===== config.mk =====
export PLATFORM = sky130hd
export DESIGN_NAME = reg_trace_buffer
export DESIGN_NICKNAME = d
export VERILOG_FILES = /design/src/rtl/reg_trace_pkg.sv /design/src/rtl/reg_trace_buffer_fifo.sv /design/src/rtl/reg_trace_buffer.sv
export SDC_FILE = /design/constraint.sdc
export NUM_CORES = 1
export LEC_CHECK = 0
export ABC_AREA = 1
export ABC_CLOCK_PERIOD_IN_PS = 5700
export BUFFER_PORTS_ARGS = -buffer_cell sky130_fd_sc_hd__buf_2
export CAP_MARGIN = 20
export CELL_PAD_IN_SITES_DETAIL_PLACEMENT = 0
export CELL_PAD_IN_SITES_GLOBAL_PLACEMENT = 2
export CORE_ASPECT_RATIO = 0.6
export CORE_MARGIN = 4
export CORE_UTILIZATION = 44
export CTS_BUF_LIST = sky130_fd_sc_hd__clkbuf_4
export DETAILED_ROUTE_END_ITERATION = 8
export PLACE_DENSITY_LB_ADDON = 0.25
export SLEW_MARGIN = 20
export SYNTH_ARGS = -nofsm -noshare
export SYNTH_HDL_FRONTEND = slang
export SYNTH_SLANG_ARGS = --single-unit

===== constraint.sdc =====
create_clock -name clk -period 5.7 [get_ports clk]
set_input_delay 1.14 -clock clk [delete_from_list [all_inputs] [get_ports clk]]
set_output_delay 1.14 -clock clk [all_outputs]
set_load 0.05 [all_outputs]

===== src/rtl/reg_trace_pkg.sv =====
// Shared definitions for the register-write trace buffer: FSM encodings and
// the packed entry width.
package reg_trace_pkg;

    typedef enum logic [1:0] {
        ST_OFF  = 2'd0,
        ST_RUN  = 2'd1,
        ST_POST = 2'd2,
        ST_HALT = 2'd3
    } trace_state_e;

    localparam int DROP_W = 16;

    // One stored entry is {timestamp, address, data}.
    function automatic int entry_w(input int ts_w, input int addr_w, input int data_w);
        return ts_w + addr_w + data_w;
    endfunction

endpackage


===== src/rtl/reg_trace_buffer_fifo.sv =====
// Circular storage for trace entries. The head is read straight from the
// array, so a pushed entry only becomes visible once the count has updated.
module trace_fifo #(
    parameter int WIDTH = 8,
    parameter int DEPTH = 16,
    localparam int PTR_W = $clog2(DEPTH),
    localparam int CNT_W = PTR_W + 1
) (
    input  logic             clk,
    input  logic             reset,
    input  logic             i_clear,
    input  logic             i_push,
    input  logic             i_pop,
    input  logic [WIDTH-1:0] i_data,
    output logic [WIDTH-1:0] o_data,
    output logic             o_full,
    output logic             o_empty,
    output logic [CNT_W-1:0] o_count
);

    logic [WIDTH-1:0] r_mem [DEPTH];
    logic [PTR_W-1:0] r_wr_ptr;
    logic [PTR_W-1:0] r_rd_ptr;
    logic [CNT_W-1:0] r_count;
    logic             w_do_push;
    logic             w_do_pop;

    assign o_empty   = (r_count == '0);
    assign o_full    = (r_count == CNT_W'(DEPTH));
    assign o_count   = r_count;
    assign w_do_pop  = i_pop && !o_empty;
    // A push into a full FIFO is accepted only when the head leaves this cycle.
    assign w_do_push = i_push && (!o_full || w_do_pop);

    always_ff @(posedge clk or negedge reset) begin
        if (!reset) begin
            r_wr_ptr <= '0;
            r_rd_ptr <= '0;
            r_count  <= '0;
        end else if (i_clear) begin
            r_wr_ptr <= '0;
            r_rd_ptr <= '0;
            r_count  <= '0;
        end else begin
            if (w_do_push) r_wr_ptr <= r_wr_ptr + PTR_W'(1);
            if (w_do_pop)  r_rd_ptr <= r_rd_ptr + PTR_W'(1);
            case ({w_do_push, w_do_pop})
                2'b10:   r_count <= r_count + CNT_W'(1);
                2'b01:   r_count <= r_count - CNT_W'(1);
                default: r_count <= r_count;
            endcase
        end
    end

    always_ff @(posedge clk) begin
        if (w_do_push && !i_clear) r_mem[r_wr_ptr] <= i_data;
    end

    // Empty reads as zero so stale array contents never reach the outputs.
    assign o_data = o_empty ? '0 : r_mem[r_rd_ptr];

endmodule


===== src/rtl/reg_trace_buffer.sv =====
// Register-write trace buffer: filters register-file writes, timestamps them
// into a FIFO, and freezes capture a programmable number of writes after a trigger.
module reg_trace_buffer
    import reg_trace_pkg::*;
#(
    parameter int DATA_W = 32,
    parameter int ADDR_W = 5,
    parameter int DEPTH  = 16,
    parameter int TS_W   = 16,
    parameter int POST_N = 4
) (
    input  logic                     clk,
    input  logic                     reset,
    input  logic                     wr_en,
    input  logic [ADDR_W-1:0]        wr_addr,
    input  logic [DATA_W-1:0]        wr_data,
    input  logic [(1<<ADDR_W)-1:0]   filt_mask,
    input  logic                     arm,
    input  logic                     flush,
    input  logic                     trig_en,
    input  logic [ADDR_W-1:0]        trig_addr,
    input  logic [DATA_W-1:0]        trig_val,
    input  logic [DATA_W-1:0]        trig_mask,
    output logic                     out_valid,
    input  logic                     out_ready,
    output logic [TS_W-1:0]          out_ts,
    output logic [ADDR_W-1:0]        out_addr,
    output logic [DATA_W-1:0]        out_data,
    output logic [$clog2(DEPTH):0]   count,
    output logic [DROP_W-1:0]        drop_cnt,
    output logic [1:0]               state
);

    localparam int ENTRY_W = entry_w(TS_W, ADDR_W, DATA_W);
    localparam int PC_W    = $clog2(DEPTH + 1);
    localparam logic [PC_W-1:0] POST_LD = PC_W'(POST_N);

    logic [TS_W-1:0]    r_ts;
    trace_state_e       r_state;
    logic [PC_W-1:0]    r_post_cnt;
    logic [DROP_W-1:0]  r_drop_cnt;

    logic               w_capturing;
    logic               w_capture;
    logic               w_trigger;
    logic               w_push;
    logic               w_pop;
    logic               w_full;
    logic               w_empty;
    logic               w_drop;
    logic [ENTRY_W-1:0] w_wr_entry;
    logic [ENTRY_W-1:0] w_rd_entry;

    assign w_capturing = (r_state == ST_RUN) || (r_state == ST_POST);
    assign w_capture   = wr_en && (wr_addr != '0) && filt_mask[wr_addr] && w_capturing;
    assign w_trigger   = trig_en && w_capture && (wr_addr == trig_addr) &&
                         ((wr_data & trig_mask) == (trig_val & trig_mask));

    assign w_push     = w_capture && !flush;
    assign w_pop      = out_ready && !w_empty && !flush;
    assign w_drop     = w_push && w_full && !w_pop;
    assign w_wr_entry = {r_ts, wr_addr, wr_data};

    trace_fifo #(
        .WIDTH (ENTRY_W),
        .DEPTH (DEPTH)
    ) u_fifo (
        .clk     (clk),
        .reset   (reset),
        .i_clear (flush),
        .i_push  (w_push),
        .i_pop   (w_pop),
        .i_data  (w_wr_entry),
        .o_data  (w_rd_entry),
        .o_full  (w_full),
        .o_empty (w_empty),
        .o_count (count)
    );

    always_ff @(posedge clk or negedge reset) begin
        if (!reset) begin
            r_ts <= '0;
        end else begin
            r_ts <= r_ts + TS_W'(1);
        end
    end

    always_ff @(posedge clk or negedge reset) begin
        if (!reset) begin
            r_drop_cnt <= '0;
        end else if (flush) begin
            r_drop_cnt <= '0;
        end else if (w_drop && (r_drop_cnt != '1)) begin
            r_drop_cnt <= r_drop_cnt + DROP_W'(1);
        end
    end

    always_ff @(posedge clk or negedge reset) begin
        if (!reset) begin
            r_state    <= ST_OFF;
            r_post_cnt <= '0;
        end else if (flush) begin
            r_state    <= ST_OFF;
            r_post_cnt <= '0;
        end else begin
            case (r_state)
                ST_OFF, ST_HALT: begin
                    if (arm) r_state <= ST_RUN;
                end
                ST_RUN: begin
                    if (w_trigger) begin
                        r_post_cnt <= POST_LD;
                        r_state    <= (POST_N == 0) ? ST_HALT : ST_POST;
                    end
                end
                ST_POST: begin
                    // Every attempt counts, whether or not the FIFO had room.
                    if (w_capture) begin
                        r_post_cnt <= r_post_cnt - PC_W'(1);
                        if (r_post_cnt == PC_W'(1)) r_state <= ST_HALT;
                    end
                end
                default: r_state <= ST_OFF;
            endcase
        end
    end

    assign out_valid = !w_empty;
    assign out_ts    = w_rd_entry[ENTRY_W-1 -: TS_W];
    assign out_addr  = w_rd_entry[DATA_W +: ADDR_W];
    assign out_data  = w_rd_entry[DATA_W-1:0];
    assign drop_cnt  = r_drop_cnt;
    assign state     = r_state;

endmodule


# == Word-level counts from Yosys, hierarchy flattened ==
# Memory sizes are Yosys's and may differ from the RTL's.
# Cells that the tools add are included.
# totals
register_bits,52
latch_bits,0
ram_bits,848
mem_bits_ro,0
in_bits,145
out_inout_bits,77
wordCells,87
n_memories,1
# mem_list
name,words,word_bits,read_ports,rd_ports_with_merged_regs,write_ports,line,source
u_fifo.r_mem,16,53,1,0,1,reg_trace_buffer_fifo.sv:21,logic [WIDTH-1:0] r_mem [DEPTH];
# op_classes
n_addsub,7
mul,0
div,0
n_lt_le_gt_ge,1
n_eq_ne,14
shifts,0
muxes,23
bitwise_logic,2
n_reduce_logical,32
# ops
op,count
32-bit AND,2
53-bit 2-to-1 mux,1
16-bit by 1-bit adder with 16-bit output (second input constant),2
32-bit equality test,1
16-bit 2-to-1 mux,2
5-bit 2-to-1 mux,4
5-bit case mux with 2 select lines,2
4-bit 2-to-1 mux,4
16-bit != test (second input constant),1
1-bit logical AND,15
2-bit 2-to-1 mux,5
5-bit by 1-bit subtractor with 5-bit output (second input constant),2
3-bit != test (second input constant),3
4-bit by 1-bit adder with 4-bit output (second input constant),2
2-bit equality test (second input constant),3
5-bit by 6-bit less-than comparator with 1-bit output (second input constant),1
2-bit case mux with 3 select lines,1
2-bit nonzero test,3
3-bit nonzero test,2
5-bit by 1-bit adder with 5-bit output (second input constant),1
1-bit binary-select mux with 5-bit select,1
5-bit by 1-bit equality test with 1-bit output (second input constant),1
5-bit equality test,1
5-bit equality test (second input constant),1
11 further kinds,18

# == Longest topological paths before layout ==
# Gate-level depths: netlist of the first run.
# depth
word_depth,10
depth_mapped,22
mapped_depth_nobuf,21

# == By module ==
# From an unflattened synthesis of the first run, not the netlist that was laid out.
# hier_totals
hier_cells,3581
hier_area_um2,38572.0
# modules_own_cells
mod,instances,cells_each,area_per_inst_um2,seq_area_each_um2
trace_fifo,1,3072,35173.7,25789.7
reg_trace_buffer,1,509,3398.3,975.9

# == Worst setup path after synthesis of the first run ==
# OpenSTA, ideal clock, no wires.
# synth_path
kind,input-to-reg
start,input port wr_addr[0]
end,memory u_fifo.r_mem[0][0] (netlist name) (enable)
setup_ns,0.464
t_arrival_ns,4.450
t_required_ns,5.236
setup_slack_ns,0.787
stages,13
n_path_buf,2
path_cell_list,buf_6 -> clkinv_4 -> buf_12 -> nand2_1 -> nand2_1 -> nand3_1 -> nand3_1 -> nand3_2 -> nand2_4 -> nand3_4 -> nor2_4 -> nand2_1 -> nor2_1
# synth_via
elab_chain_len,9
word_cells_on_any_way,11
# synth_lines
item,line,source
from (decl),reg_trace_buffer.sv:15,"input logic [ADDR_W-1:0] wr_addr,"
1-bit binary-select mux with 5-bit select or 5-bit nonzero test (tied branches),reg_trace_buffer.sv:55,assign w_capture = wr_en && (wr_addr != '0) && filt_mask[wr_addr] && w_capturing;
1-bit 2-to-1 mux (implied by the code) or 1-bit logical AND (tied branches),reg_trace_buffer.sv:55,
1-bit logical AND (*) (2 in a row),reg_trace_buffer.sv:55,
1-bit logical AND (*),reg_trace_buffer.sv:59,assign w_push = w_capture && !flush;
1-bit logical AND (*),reg_trace_buffer_fifo.sv:33,assign w_do_push = i_push && (!o_full || w_do_pop);
1-bit logical AND (*),reg_trace_buffer_fifo.sv:56,if (w_do_push && !i_clear) r_mem[r_wr_ptr] <= i_data;
1-bit 2-to-1 mux (*),reg_trace_buffer_fifo.sv:56,
1-bit 2-to-1 mux (implied by the code) (*),reg_trace_buffer_fifo.sv:56,
to (decl),reg_trace_buffer_fifo.sv:21,
# Mark *: on every way between the ends. The rest lies on a longest branch, timed or not. The select of a mux whose other input is x is not followed.

# == Final worst setup path of the first run ==
# layout_path
start,register u_fifo.r_rd_ptr[0]
end,output port out_data[7]
# layout_via
elab_chain_len,2
# layout_lines
item,line,source
from (decl),reg_trace_buffer_fifo.sv:23,logic [PTR_W-1:0] r_rd_ptr;
from (signal assigned),reg_trace_buffer_fifo.sv:46,if (w_do_pop) r_rd_ptr <= r_rd_ptr + PTR_W'(1);
memory read 16 x 53 bit,--,
53-bit 2-to-1 mux,reg_trace_buffer_fifo.sv:60,assign o_data = o_empty ? '0 : r_mem[r_rd_ptr];
to (decl),reg_trace_buffer.sv:28,"output logic [DATA_W-1:0] out_data,"
# No other way between the ends.

==> results.yml, run 1 <==
yosys:
  syn_inst: 2869
  synth_top_cell_by_area: "edfxtp_1"
  yosysSeqAreaShare: 0.727
  ys_ff_latch: 900
  synth_area_per_cell_um2: 12.8
  yosys.area.top_type_share: 0.691
  synthTopCellsByArea: "edfxtp_1 (69%), o21ai_0 (6.2%), nor2_1 (5.0%)"
  synth_cell_types: 42
  yosys_warnings: 0
  synth_nets: 3029
  syn_area_um2: 36800
critical_path:
  critical_path.max_fanout: 144
  critPathArrivalTime_ns: 4.18
  path_class: "register to output pin"
  critPathRequiredTime_ns: 4.56
  startpoint_type: "register"
  critical_path.endpoint_type: "output pin"
final_layout:
  final_common_cell: "edfxtp_1"
  drive_gt1_frac: 0.214
  synthToLayoutAreaGrowth_pct: 14.2
  final_cell_mix: "edfxtp_1 (848), nor2_1 (477), o21ai_0 (453)"
  final_cell_area_um2: 42100
  final_cells: 4465
  fillers: 7145
  nNetsFinal: 3329
place:
  gp_congestion: 0.769
  placed_cell_area_um2: 39400
  dp_hpwl_mm: 60.0
  io_buffers: 221
  dp.cells: 4084
clocking:
  clock_sinks: 900
  cts_inserted_buffers: 202
  worstSkewPairLatency_ns: 1.07
  cts_htree_levels: 4
  cts_tree: "done"
  cts-root-buf: "clkbuf_4"
  cts.path.max_buffers: 3
  clkTransAtPathRegs_ns: 0.07
grt:
  grt_pass1_wl_mm: 159
  grt_usage: 0.240
  overflow: 0
  grt_max_degree: 145
  grt_antenna_before_repair: 7
  grt_pass1_vias: 25100
sta:
  max_freq_mhz: 188
  setup_viol: 0
  slew_violations: 0
  tightest_slew_ns: 0.990
  fin_tns_setup_ns: 0
  final.period_utilization: 0.933
  rsz0062_at_grt: "false"
  fin_crit_ns: 5.32
  finalClockSkew_ns: 0.0502
  relSlewSlack: 0.340
  finalHoldViolations: 0
floorplan:
  start_util: 0.448
  io_pins: 222
  core_um2: 82200
  rows: 81
  die_h_um: 232
  die_w_um: 382
  die_area_um2: 88600
power_and_ir_drop:
  ir_worst_vdd_v: 0.000330
  p_leak_nw: 14.6
  powerDensity_nw_per_um2: 415
drt:
  drtIter0Drc: 2610
  dr.pass1.iters: 5
  via_per_inst: 5.70
  vias: 25400
  wire_per_inst_um: 24.2
  wirelength_mm: 108
  post-route-drc-count: 0
  drtAntennaViolNets: 0
outcome:
  status: "finished clean"
flow_run:
  drv_cap: 0
hold_path:
  hold_class: "input pin to register"
==> registers in the layout (all words and copies together) (netlist names) <==
name             flops
u_fifo.r_mem       848
drop_cnt            16
r_ts                16
r_post_cnt           5
u_fifo.o_count       5
u_fifo.r_rd_ptr      4
u_fifo.r_wr_ptr      4
state                2
==> power by group <==
group / internal (W) / switching [W] / total [W]
registers: 0.00727 / 0.0000967 / 0.00736
clock network: 0.00268 / 0.00251 / 0.00519
logic: 0.00113 / 0.00380 / 0.00493
==> metrics by stage <==
stage / power (W) / worst slack (ns) / util / hold WS, ns
2_1_floorplan: 0.0109 / 0.787 / - / 0.464
3_3_place_gp: 0.0124 / 1.27 / 0.479 / 0.497
3_5_place_dp: 0.0125 / 1.14 / 0.479 / 0.491
4_1_cts: 0.0177 / 0.118 / 0.512 / 0.325
5_1_grt: 0.0184 / 0.184 / 0.512 / 0.406
6_report: 0.0175 / 0.385 / 0.512 / 0.460
==> metal layers <==
| metal | global-route usage | routed length [um] | vias to the layer above |
|---|---|---|---|
| met5 | 0 | 32 | - |
| met4 | 0.0820 | 2310 | 6 |
| met3 | 0.0478 | 7960 | 161 |
| met2 | 0.367 | 48800 | 1042 |
| met1 | 0.345 | 49100 | 12700 |
| li1 | - | - | 11500 |
==> critical path: stages (launching register included) <==
cell and delay (ns):
dfrtp_4 0.59, inv_8 0.57, buf_4 0.49, o21ai_0 0.13, o221ai_1 0.27, nand3_1 0.21
a21oi_1 0.34, buf_2 0.32
==> cells in the mapped netlist, drive strengths merged <==
library cell  count
a21oi            69
o221ai          151
ha               14
o211ai           62
clkbuf          154
or2              20
nand3           133
a21boi            2
dfrtp            52
a22oi             1
o21a              1
o22ai            63
edfxtp          848
o21bai            1
nor4              1
clkinv            1
xnor2             5
o31ai             1
a31oi             1
nor2            500
inv              60
nand3b            3
o21ai           453
and2              1
nor3             13
xor2             26
nand2           184
fa                1
buf              38
nand4            10
==> kinds of logic after synthesis <==
logic type | after synthesis | synth area share
xor+xnor | 31 | 0.00737
buf+inv | 253 | 0.0282
simple gates | 865 | 0.100
compound gates | 805 | 0.132
fa+ha+maj | 15 | 0.00530
flops | 900 | 0.727
==> path summary, 6_finish.rpt <==
kind,startpoint,to,slack [ns],cells after the start
setup / recovery,u_fifo.r_rd_ptr[0],out_data[7],0.38,7
setup reg to reg,u_fifo.o_count[0],u_fifo.r_mem[5][52],1.98,12
max in group asynchronous,reset,u_fifo.r_rd_ptr[2],4.16,3
hold / removal,out_ready,u_fifo.r_rd_ptr[0],0.46,4
min in group asynchronous,reset,r_ts[8],0.51,2
hold reg to reg,r_post_cnt[1],r_post_cnt[1],0.52,2
==> what timing repair did <==
item | in CTS | in global routing
hold endpoints to repair | 10 | 0
hold buffers | 1 | 0
endpoints found under the setup margin | 0 | 1
gates resized for setup | 0 | 1
buffers inserted | 0 | 0
==> cell type report <==
| cell class | count | area [um^2] | share of cell area |
|---|---|---|---|
| Multi-Input combinational cell | 1716 | 9150 | 0.217 |
| Antenna cell | 6 | 15.0 | 0.000357 |
| Clock buffer | 328 | 2460 | 0.0585 |
| Tap cell | 1120 | 1400 | 0.0333 |
| Clock inverter | 46 | 226 | 0.00538 |
| Timing Repair Buffer | 288 | 1800 | 0.0428 |
| Inverter | 61 | 245 | 0.00583 |
| Sequential cell | 900 | 26800 | 0.636 |
(Power assumes the default switching activity.)
==> inputs of run 2 (changes only) <==
ABC_CLOCK_PERIOD_IN_PS = not set   (was 5700)
CTS_BUF_LIST = sky130_fd_sc_hd__clkbuf_4 sky130_fd_sc_hd__clkbuf_8   (was sky130_fd_sc_hd__clkbuf_4)
==> run 2 against run 1 <==
  * Combinational power barely moved
  * Sequential power barely moved
  * Cell area fell by 0.46%
  * First-iteration DRC count fell by 0.15%
  * Critical endpoint is now out_addr[0]
  * Sequential cell count did not move
  * Largest cell class unchanged
  * Power fell by 0.73%
  * Worst setup slack improved by 0.12 ns
  * Clock power fell by 3%
  * Critical path type unchanged
  * Register-to-register slack barely moved
  * Largest power group unchanged
  * Critical path depth did not move
  * Hold slack got worse by 0.21 ns
  * Count of clock-buffer cells in the layout fell by 143
==> results.yml, run 2 (synthesized netlist as in run 1, its figures left out) <==
final_layout:
  largest_reg_flops: 848
  top_register: "u_fifo.r_mem"
  nNetsFinal: 3260
  final_cell_mix: "edfxtp_1 (848), nor2_1 (477), o21ai_0 (453)"
  synthToLayoutAreaGrowth_pct: 13.7
  final_common_cell: "edfxtp_1"
  drive_gt1_frac: 0.181
  post-route-util: 0.510
sta:
  max_freq_mhz: 192
  fin_crit_ns: 5.20
  rsz0062_at_grt: "false"
  final.period_utilization: 0.912
  relSlewSlack: 0.349
  tightest_slew_ns: 0.974
  setup_viol: 0
  finalHoldViolations: 0
  slew_violations: 0
  fin_tns_setup_ns: 0
  finalClockSkew_ns: 0.0258
grt:
  grt_max_degree: 145
  grt_pass1_vias: 24400
  grt_antenna_before_repair: 6
  grt_pass1_wl_mm: 158
  grt_usage: 0.239
  overflow: 0
clocking:
  holdBufCountCts: 0
  cts_inserted_buffers: 134
  clkTransAtPathRegs_ns: 0.06
  cts_htree_levels: 4
  ctsResizeCount: 0
  cts_tree: "done"
  worstSkewPairLatency_ns: 0.80
  cts.path.max_buffers: 3
  post_cts_buffers: 0
  cts-root-buf: "clkbuf_8"
  clock_sinks: 900
critical_path:
  critPathRequiredTime_ns: 4.56
  startpoint_type: "register"
  path_class: "register to output pin"
  critical_path.endpoint_type: "output pin"
  critPathArrivalTime_ns: 4.06
  r2r-start: "u_fifo.o_count[0]"
  critPathLaunch: "u_fifo.r_rd_ptr[0]"
  cp-endpoint: "out_addr[0]"
  critical_path.max_fanout: 82
  r2r_cells: 12
  worst_r2r_endpoint: "u_fifo.r_mem[5][5]"
  reg2reg_slack_ns: 1.98
drt:
  drtIter0Drc: 2606
  vias: 25100
  drtAntennaViolNets: 0
  dr.pass1.iters: 6
  wire_per_inst_um: 24.8
  via_per_inst: 5.80
  post-route-drc-count: 0
  wirelength_mm: 107
floorplan:
  start_util: 0.448
  rows: 81
  die_area_um2: 88600
  io_pins: 222
  die_w_um: 382
  die_h_um: 232
  core_um2: 82200
power_and_ir_drop:
  ir_worst_vdd_v: 0.000345
  p_leak_nw: 14.3
  powerDensity_nw_per_um2: 414
place:
  dp_hpwl_mm: 60.0
  gp_congestion: 0.769
  io_buffers: 221
flow_run:
  drv_cap: 0
hold_path:
  hold_class: "input pin to async pin"
outcome:
  status: "finished clean"
-- run 2: where the power goes --
group          switching (W)  total, W  internal (W)
combinational        0.00379   0.00492       0.00113
clock                0.00245   0.00506       0.00261
sequential         0.0000972   0.00737       0.00727
-- run 2: critical path: stages, from the launching register on --
cell and delay [ns]:
dfrtp_4 0.58, buf_4 0.71, buf_4 0.63, o21ai_0 0.19
o221ai_1 0.23, o211ai_1 0.13, a21oi_1 0.36, buf_2 0.34
-- run 2: worst min-delay path by stage --
stage,startpoint,to,cells after the start
CTS,reset,u_fifo.o_count[1],1
detailed placement,r_post_cnt[1],r_post_cnt[1],2
floorplan,r_post_cnt[1],r_post_cnt[1],2
global placement,r_post_cnt[1],r_post_cnt[1],2
finish,reset,u_fifo.o_count[1],1
global route,reset,u_fifo.o_count[1],1
-- run 2: metrics by stage --
stage / instance area, um^2 / instances / total power [W] / worst slack, ns / hold slack (ns)
3_5_place_dp: 39400 / 4084 / 0.0125 / 1.14 / 0.491
2_1_floorplan: 36800 / 2869 / 0.0109 / 0.787 / 0.464
6_report: 41900 / 4320 / 0.0174 / 0.502 / 0.251
4_1_cts: 41900 / 4317 / 0.0175 / 0.424 / 0.186
3_3_place_gp: 39400 / 4084 / 0.0124 / 1.27 / 0.497
5_1_grt: 41900 / 4318 / 0.0182 / 0.229 / 0.226
-- run 2: area by class of cell --
cell class / instances / area (um^2)
tap: 1120 / 1400
fill: 7056 / 40300
inverter: 61 / 245
sequential: 900 / 26800
clock inverter: 48 / 253
timing repair buffer: 287 / 1790
clock buffer: 185 / 2260
antenna: 3 / 7.51
multi-input combinational: 1716 / 9150
-- run 2: routing by layer --
layer / GRT usage / up-vias / share of wire
met3: 0.0459 / 151 / 0.072
li1: - / 11200 / -
met1: 0.348 / 12700 / 0.45
met5: 0 / - / 0.00030
met2: 0.363 / 994 / 0.45
met4: 0.0776 / 6 / 0.021
==> inputs of run 3 (changes only) <==
GPL_TIMING_DRIVEN = 0   (was not set)
PLACE_DENSITY_LB_ADDON = 0.12   (was 0.25)
TNS_END_PERCENT = 20   (was not set)
==> run 3 against run 2 <==
  * First-iteration DRC count grew 43%
  * Fmax shrank 7.1%
  * Critical path type unchanged
  * Power grew 7.0%
  * Utilization grew 1.8 points
  * Highest routed layer unchanged
  * Die area is the same
  * Worst setup slack lost 0.40 ns
  * Cell area grew 3.6%
==> results.yml, run 3 (synthesized netlist as in run 1, its figures left out) <==
outcome:
  status: "finished clean"
grt:
  top_usage_layer: "met1"
  grt_pass1_vias: 26200
  grt_usage: 0.298
  grt_antenna_before_repair: 7
  grt_max_degree: 53
  grtUsageMet3: 0.0691
  overflow: 0
  grtUsageMet1: 0.449
  grt_pass1_wl_mm: 187
  grt_use_met2: 0.429
drt:
  drtAntennaViolNets: 0
  vias: 27200
  post-route-drc-count: 0
  dr.pass1.iters: 7
  wirelength_mm: 134
  via_per_inst: 6.03
  drtIter0Drc: 3731
  wire_per_inst_um: 29.8
floorplan:
  io_pins: 222
  die_h_um: 232
  die_area_um2: 88600
  die_w_um: 382
  start_util: 0.448
  core_um2: 82200
  rows: 81
final_layout:
  synthToLayoutAreaGrowth_pct: 17.8
  final_cells: 4506
  fillers: 7041
  largest_reg_flops: 848
  final_cell_mix: "edfxtp_1 (848), nor2_1 (477), o21ai_0 (453)"
  final_cell_area_um2: 43400
  final_common_cell: "edfxtp_1"
  nNetsFinal: 3441
  drive_gt1_frac: 0.180
  top_register: "u_fifo.r_mem"
clocking:
  cts_tree: "done"
  worstSkewPairLatency_ns: 0.84
  clock_sinks: 900
  cts-root-buf: "clkbuf_8"
  cts_inserted_buffers: 136
  clkTransAtPathRegs_ns: 0.07
  cts.path.max_buffers: 3
  holdBufCountCts: 0
  cts_htree_levels: 4
place:
  pre_cts_slack_ns: 0.825
  gp_congestion: 0.863
  io_buffers: 221
  dp.cells: 4263
  placed_cell_area_um2: 40700
  dp_hpwl_mm: 90.9
critical_path:
  critical_path.max_fanout: 10
  critical_path.endpoint_type: "output pin"
  r2r-start: "u_fifo.o_count[0]"
  critPathLaunch: "u_fifo.r_rd_ptr[2]"
  path_class: "register to output pin"
  startpoint_type: "register"
  critPathArrivalTime_ns: 4.46
  critPathRequiredTime_ns: 4.56
flow_run:
  drv_cap: 0
sta:
  slew_violations: 0
  rsz0062_at_grt: "false"
  holdWs_ns: 0.358
  fin_crit_ns: 5.60
  worst_slack_ns: 0.103
  finalHoldViolations: 0
  max_freq_mhz: 179
  setup_viol: 0
  final.period_utilization: 0.982
  tightest_slew_ns: 1.17
  fin_tns_setup_ns: 0
  relSlewSlack: 0.217
  finalClockSkew_ns: 0.0268
power_and_ir_drop:
  ir_worst_vdd_v: 0.000371
  powerDensity_nw_per_um2: 428
  p_leak_nw: 14.9
hold_path:
  hold_class: "input pin to async pin"
-- run 3: routing by layer --
metal | wire length, um | vias up
li1 | - | 11600
met1 | 58100 | 13700
met2 | 56900 | 1711
met3 | 15900 | 198
met4 | 3360 | 2
met5 | 13 | -
-- run 3: repair_timing --
action | 4_1_cts | 5_1_grt
gates resized for setup | 2 | 8
buffers inserted | 0 | 0
endpoints found under the setup margin | 2 | 1
-- run 3: layout make-up --
cell class              count  area, um^2  share of cell area
flip-flops and latches    900       26800               0.617
multi-input cells        1716        9150               0.211
repair buffers            274        2360              0.0544
clock buffers             191        2330              0.0538
well taps                1120        1400              0.0323
plain buffers             192         818              0.0189
clock inverters            47         308             0.00710
inverters                  61         234             0.00539
diodes                      5        12.5            0.000288
-- run 3: final timing paths --
kind | to | slack (ns) | cells past startpoint
min in group clk | r_post_cnt[1] | 0.51 | 2
worst min register to register | r_post_cnt[1] | 0.51 | 2
worst max-delay path | out_ts[1] | 0.10 | 6
worst max register to register | u_fifo.r_mem[1][40] | 2.13 | 12
worst min-delay path | u_fifo.o_count[2] | 0.36 | 1
max in group asynchronous | r_ts[6] | 4.76 | 1
-- run 3: where the power goes --
part	internal (W)	switching (W)	leakage [nW]
clock	0.00278	0.00257	1.38
combinational	0.00120	0.00469	4.97
sequential	0.00727	0.0000598	8.50
total	0.0112	0.00732	14.9
-- run 3: critical path, cell delays in order, from the launching register on --
cell and delay (ns):
dfrtp_1 0.33, clkbuf_1 0.46, clkbuf_1 0.73, clkbuf_1 0.69
o211ai_1 0.54, a21oi_1 0.50, buf_2 0.34
-- run 3: stage by stage --
| step | total power, W | utilization |
|---|---|---|
| 3_5_place_dp | 0.0132 | 0.495 |
| 3_3_place_gp | 0.0132 | 0.479 |
| 6_report | 0.0186 | 0.528 |
| 4_1_cts | 0.0185 | 0.528 |
| 5_1_grt | 0.0192 | 0.528 |
| 2_1_floorplan | 0.0109 | - |
